## src/rtl/mult_pkg.sv

```systemverilog
// Shared types and constants for the sequential shift-and-add multiplier.
package mult_pkg;

  localparam int unsigned DEFAULT_WIDTH = 8;
  localparam int unsigned CNT_W         = $clog2(DEFAULT_WIDTH + 1);

  typedef enum logic [2:0] {
    StIdle,
    StLoad,
    StCalc,
    StFix,
    StDone
  } state_e;

  // Iteration counter width for an arbitrary operand width.
  function automatic int unsigned cnt_width(input int unsigned width);
    return $clog2(width + 1);
  endfunction

endpackage

```

## src/rtl/mult_acc_shift_reg.sv

```systemverilog
// Accumulator/multiplier register pair {A,Q} for the shift-and-add multiplier.
// A is WIDTH+1 bits so the adder carry is kept until the shift absorbs it.
module mult_acc_shift_reg #(
  parameter int unsigned WIDTH = 8
) (
  input  logic             i_clk,
  input  logic             i_rst_n,
  input  logic             i_load,
  input  logic             i_step,
  input  logic [WIDTH-1:0] i_m,
  input  logic [WIDTH-1:0] i_q,
  output logic [WIDTH-1:0] o_a,
  output logic [WIDTH-1:0] o_q
);

  logic [WIDTH:0]   r_a;
  logic [WIDTH-1:0] r_q;
  logic [WIDTH:0]   w_sum;

  // Conditional add of the multiplicand when the current multiplier bit is set.
  always_comb begin
    w_sum = r_a;
    if (r_q[0]) w_sum = r_a + {1'b0, i_m};
  end

  // Load clears A and captures Q; a step adds then shifts {A,Q} right with a 0 in the MSB.
  always_ff @(posedge i_clk or negedge i_rst_n) begin
    if (!i_rst_n) begin
      r_a <= '0;
      r_q <= '0;
    end else if (i_load) begin
      r_a <= '0;
      r_q <= i_q;
    end else if (i_step) begin
      r_a <= {1'b0, w_sum[WIDTH:1]};
      r_q <= {w_sum[0], r_q[WIDTH-1:1]};
    end
  end

  assign o_a = r_a[WIDTH-1:0];
  assign o_q = r_q;

endmodule

```

## src/rtl/seq_shift_add_multiplier.sv

```systemverilog
// Sequential WIDTH x WIDTH shift-and-add multiplier with start/done handshake.
// Optional build macro SIGNED_MULT_EN: two's-complement operands via sign/magnitude.
module seq_shift_add_multiplier
  import mult_pkg::*;
#(
  parameter int unsigned WIDTH = DEFAULT_WIDTH
) (
  input  logic               i_clk,
  input  logic               i_rst_n,
  input  logic               i_start,
  input  logic [WIDTH-1:0]   i_multiplicand,
  input  logic [WIDTH-1:0]   i_multiplier,
  output logic               o_busy,
  output logic               o_done,
  output logic [2*WIDTH-1:0] o_product
);

  localparam int unsigned CntW = cnt_width(WIDTH);

  state_e             r_state;
  logic [WIDTH-1:0]   r_m;
  logic [WIDTH-1:0]   r_q;
  logic [CntW-1:0]    r_cnt;
  logic               r_busy;
  logic               r_done;
  logic [2*WIDTH-1:0] r_product;
`ifdef SIGNED_MULT_EN
  logic               r_sign;
`endif

  logic [WIDTH-1:0]   w_m_mag;
  logic [WIDTH-1:0]   w_q_mag;
  logic               w_sign;
  logic [WIDTH-1:0]   w_acc_a;
  logic [WIDTH-1:0]   w_acc_q;
  logic [2*WIDTH-1:0] w_raw;
  logic [2*WIDTH-1:0] w_product;
  logic               w_load;
  logic               w_step;

  // Operand magnitudes, sign flag and final (optionally negated) product.
  always_comb begin
    w_raw = {w_acc_a, w_acc_q};
`ifdef SIGNED_MULT_EN
    // -2^(WIDTH-1) negates to itself, which reads correctly as an unsigned magnitude.
    w_m_mag   = r_m[WIDTH-1] ? (~r_m + 1'b1) : r_m;
    w_q_mag   = r_q[WIDTH-1] ? (~r_q + 1'b1) : r_q;
    w_sign    = r_m[WIDTH-1] ^ r_q[WIDTH-1];
    w_product = r_sign ? (~w_raw + 1'b1) : w_raw;
`else
    w_m_mag   = r_m;
    w_q_mag   = r_q;
    w_sign    = 1'b0;
    w_product = w_raw;
`endif
  end

  assign w_load = (r_state == StLoad);
  assign w_step = (r_state == StCalc);

  mult_acc_shift_reg #(
    .WIDTH(WIDTH)
  ) u_acc (
    .i_clk  (i_clk),
    .i_rst_n(i_rst_n),
    .i_load (w_load),
    .i_step (w_step),
    .i_m    (r_m),
    .i_q    (w_q_mag),
    .o_a    (w_acc_a),
    .o_q    (w_acc_q)
  );

  // Control FSM with registered busy/done/product.
  always_ff @(posedge i_clk or negedge i_rst_n) begin
    if (!i_rst_n) begin
      r_state   <= StIdle;
      r_m       <= '0;
      r_q       <= '0;
      r_cnt     <= '0;
      r_busy    <= 1'b0;
      r_done    <= 1'b0;
      r_product <= '0;
`ifdef SIGNED_MULT_EN
      r_sign    <= 1'b0;
`endif
    end else begin
      r_done <= 1'b0;
      unique case (r_state)
        StIdle: begin
          if (i_start) begin
            r_m     <= i_multiplicand;
            r_q     <= i_multiplier;
            r_cnt   <= '0;
            r_busy  <= 1'b1;
            r_state <= StLoad;
          end
        end
        StLoad: begin
          // r_m is reused for the magnitude; the accumulator takes Q's magnitude directly.
          r_m     <= w_m_mag;
`ifdef SIGNED_MULT_EN
          r_sign  <= w_sign;
`endif
          r_state <= StCalc;
        end
        StCalc: begin
          r_cnt <= r_cnt + 1'b1;
          if (r_cnt == CntW'(WIDTH - 1)) r_state <= StFix;
        end
        StFix: begin
          r_product <= w_product;
          r_busy    <= 1'b0;
          r_done    <= 1'b1;
          r_state   <= StDone;
        end
        StDone: begin
          r_state <= StIdle;
        end
        default: begin
          r_state <= StIdle;
        end
      endcase
    end
  end

  assign o_busy    = r_busy;
  assign o_done    = r_done;
  assign o_product = r_product;

endmodule

```

## config.mk

```make
export PLATFORM = sky130hd
export DESIGN_NAME = seq_shift_add_multiplier
export DESIGN_NICKNAME = d
export VERILOG_FILES = /design/src/rtl/mult_pkg.sv /design/src/rtl/mult_acc_shift_reg.sv /design/src/rtl/seq_shift_add_multiplier.sv
export SDC_FILE = /design/constraint.sdc
export NUM_CORES = 1
export LEC_CHECK = 0
export CAP_MARGIN = 5
export CORE_ASPECT_RATIO = 0.8
export CORE_MARGIN = 2
export CORE_UTILIZATION = 35
export DETAILED_ROUTE_END_ITERATION = 16
export PLACE_DENSITY_LB_ADDON = 0.05
export SLEW_MARGIN = 15
export SYNTH_ARGS = -nofsm -noshare
export SYNTH_HDL_FRONTEND = slang
export SYNTH_SLANG_ARGS = --single-unit
```

## constraint.sdc

```tcl
create_clock -name i_clk -period 1.7 [get_ports i_clk]
set_input_delay 0.51 -clock i_clk [delete_from_list [all_inputs] [get_ports i_clk]]
set_output_delay 0.51 -clock i_clk [all_outputs]
set_load 0.05 [all_outputs]
```

==> qor.yml <==
timing:
  setup_tns_ps: -191
  finalHoldViolCount: 0
  fmax_mhz: 548
  fin_skew_ps: 9.88
  grt_setup_unrepaired: "yes"
  slew_headroom: 0.725
  min_period_ps: 1830
  finalSetupViolCount: 2
  worst_pin_slew_ps: 413
  fin_crit_sh: 1.07
  fin_ws_ps: -125
  slew_viol_final: 0
worst_setup_path:
  r2r_setup_slack_ps: -130
  crit_end: "u_acc.r_a[1]$_DFFE_PN0P_"
  critPathMaxFanout: 2
  crit_type: "reg2reg"
  crit_arrival_ps: 2060
  cp.required_ps: 1930
  start_kind: "flop"
  crit_start: "r_m[0]$_DFFE_PN0P_"
  crit_chain: "ha_2, inv_2, fa_2, xnor2_1, mux2_4, a22o_1, a22o_1"
  r2r_cells: 7
  endpoint_kind: "flop"
  r2r_start: "r_m[0]$_DFFE_PN0P_"
  rr_endpoint: "u_acc.r_a[1]$_DFFE_PN0P_"
  cp_slowest_cell: "dfrtp_1"
  max_stage_delay_ps: 360
  crit_top_cell: "a22o_1"
cells_and_area:
  nets: 386
  final_common_cell: "dfrtp_1"
  mostFrequentLayoutCells: "dfrtp_1 (57), nand2_1 (53), nor2_1 (33), buf_4 (33), a21oi_1 (25)"
  area_growth_syn_to_layout_pct: 39.8
  diodes: 0
  final_util: 0.501
  drive_above_1_share: 0.260
  nFillCells: 766
die:
  rows: 29
  core-area_sq_um: 7870
  num_io_pins: 37
  die_area_sq_um: 8800
  initial_core_util: 0.358
  die_w_um: 104
  die_h_um: 84.3
route:
  via_per_inst: 4.73
  dr.pass1.iters: 4
  wire_per_inst_um: 14.0
  vias: 2225
  drt_iter0_drc: 185
  routed_wl_um: 6580
  ant_nets: 0
  drc: 0
global_route:
  grt_max_degree: 58
  grt_usage: 0.163
  antenna_found_initial: 0
  grt_pass1_wl_um: 11200
  grt-ovfl-total: 0
  grt_pass1_vias: 2063
pwr:
  ir_worst_vdd_mv: 1.00
  power.density_nw_per_um2: 2190
  p_leak_nw: 1.84
  internal-power_mw: 5.03
  clkPwrFrac: 0.147
  switching_share: 0.419
  seq_power_share: 0.300
  power_frac_comb: 0.553
  net-switching-power_mw: 3.63
synthesis:
  ys_warn_count: 0
  netlist_area_sq_um: 2820
  syn_nets: 322
  netlist_instances: 293
  syn_avg_cell_area_sq_um: 9.63
  yosysSeqAreaShare: 0.506
  synth_area_leader_cell: "dfrtp_1"
  synth_area_leaders: "dfrtp_1 (51%), nand2_1 (7.2%), a21oi_1 (5.0%)"
  synth_cell_types: 45
  synth.top_cell.area_share: 0.506
  synth_seq_cells: 57
clocking:
  clk-insertion-delay-late_ps: 340
  cts_tree: "done"
  postCtsHoldBufs: 0
  numCtsBuffers: 9
  cts_sinks: 57
  cts_max_path_buffers: 2
  cts_root_buf: "clkbuf_8"
  clk_pin_slew_ps: 70
  h-tree-depth: 3
outcome:
  violations: "setup timing"
  status: "finished, violations left"
flow_run:
  cap_viol_max_count: 0
hold_path:
  hold_path_class: "in2async"
placed_design:
  portBuffers: 36
  post-dp-hpwl_um: 4560
  gp_congestion: 0.789
[worst max-delay path: cells and delay by family (launching register included)]
kind	cells	cell delay (ps)
fa+ha+maj	2	550
flops	1	360
xor+xnor	1	140
compound gates	2	380
buf+inv	1	40
mux	1	260
[what timing repair did]
action | 4_1_cts | 5_1_grt
endpoints found under the hold margin | 0 | 0
cloned | 0 | 0
gates resized for setup | 6 | 8
pin swaps | 8 | 9
endpoints found under the setup margin | 4 | 7
buffers inserted | 1 | 2
[power by group through the flow]
| stage | sequential [mW] | combinational (mW) | clock, mW |
|---|---|---|---|
| floorplan | 2.97 | 2.30 | 0 |
| global placement | 2.60 | 4.50 | 0 |
| detailed placement | 2.60 | 4.55 | 0 |
| CTS | 2.59 | 4.66 | 1.30 |
| global route | 2.70 | 5.25 | 1.37 |
| finish | 2.60 | 4.79 | 1.27 |
[flip-flops by register name, summed over array words and instances (netlist names)]
name and cells:
o_done 1, o_busy 1, u_acc.o_q 8, u_acc.r_a 8
r_m 8, r_state 3, r_cnt 4, r_q 8
o_product 16
[layout make-up]
cell class | count | area [sq um] | share of cell area
Clock inverter | 5 | 55.1 | 0.0140
Multi-Input combinational cell | 211 | 1350 | 0.343
Sequential cell | 57 | 1430 | 0.362
Clock buffer | 11 | 141 | 0.0358
Tap cell | 108 | 135 | 0.0343
Inverter | 8 | 30.0 | 0.00761
Timing Repair Buffer | 70 | 803 | 0.204
[routing by layer]
layer / vias to the layer above / GRT usage / routed length [um]
met5: - / 0 / 0
met4: 0 / 0.0590 / 95
met3: 9 / 0.0543 / 319
met2: 51 / 0.185 / 2370
met1: 1020 / 0.268 / 3790
li1: 1145 / - / -
[stage by stage]
stage	instances	setup WS, ps	cell area, sq um	hold WS (ps)	total power, mW
6_report	470	-125	3950	156	8.65
5_1_grt	470	-179	3950	188	9.32
4_1_cts	468	-105	3880	172	8.55
3_5_place_dp	451	-180	3650	458	7.15
3_3_place_gp	451	-158	3650	461	7.10
2_1_floorplan	293	-127	2830	214	5.27
[how the worst min path moves through the flow]
| stage | end | slack (ps) | cells past startpoint |
|---|---|---|---|
| after floorplan | o_busy$_DFFE_PN0P_ | 210 | 0 |
| after global placement | r_cnt[3]$_DFFE_PN0P_ | 460 | 1 |
| after detailed placement | r_cnt[3]$_DFFE_PN0P_ | 460 | 1 |
| after CTS | o_product[11]$_DFFE_PN0P_ | 170 | 2 |
| after global routing | o_done$_DFF_PN0_ | 190 | 2 |
| final | o_product[11]$_DFFE_PN0P_ | 160 | 2 |
[synthesized netlist by cell type]
master	instances
ha_1	9
a31o_1	1
inv_1	6
xor2_1	3
a21o_1	3
dfrtp_1	57
o21ai_0	3
a32o_1	2
or4_1	1
o21a_1	1
o21ai_1	10
nand4_1	2
nand2b_1	1
and2_1	1
mux2_1	9
nand2_2	1
a22o_1	5
buf_1	1
mux2i_1	4
buf_6	1
a22oi_1	1
a21boi_0	1
fa_1	1
o22ai_1	8
inv_2	2
nor2b_1	2
nor2_1	33
a31oi_1	3
buf_4	2
buf_2	9
and4_1	1
clkbuf_1	4
or3_1	2
mux2_2	7
nor3_2	1
o31ai_2	1
a21oi_1	28
nand2_1	54
nand3_1	5
or2_1	1
nand4b_1	1
nor2_4	1
a32oi_1	2
nor3_1	1
xnor2_1	1
[kinds of logic (layout without fill, tap and decap cells)]
logic type | count (synthesis) | count (layout) | share of synthesized area
AO/OA/AOI/OAI | 69 | 69 | 0.149
XOR/XNOR | 4 | 4 | 0.0124
adder cells (fa/ha/maj) | 10 | 10 | 0.0470
buffers and inverters | 25 | 94 | 0.0426
flip-flops | 57 | 57 | 0.506
multiplexers | 20 | 20 | 0.0781
AND/OR/NAND/NOR | 108 | 108 | 0.165
Note: power is estimated with default switching activity, not from simulation.
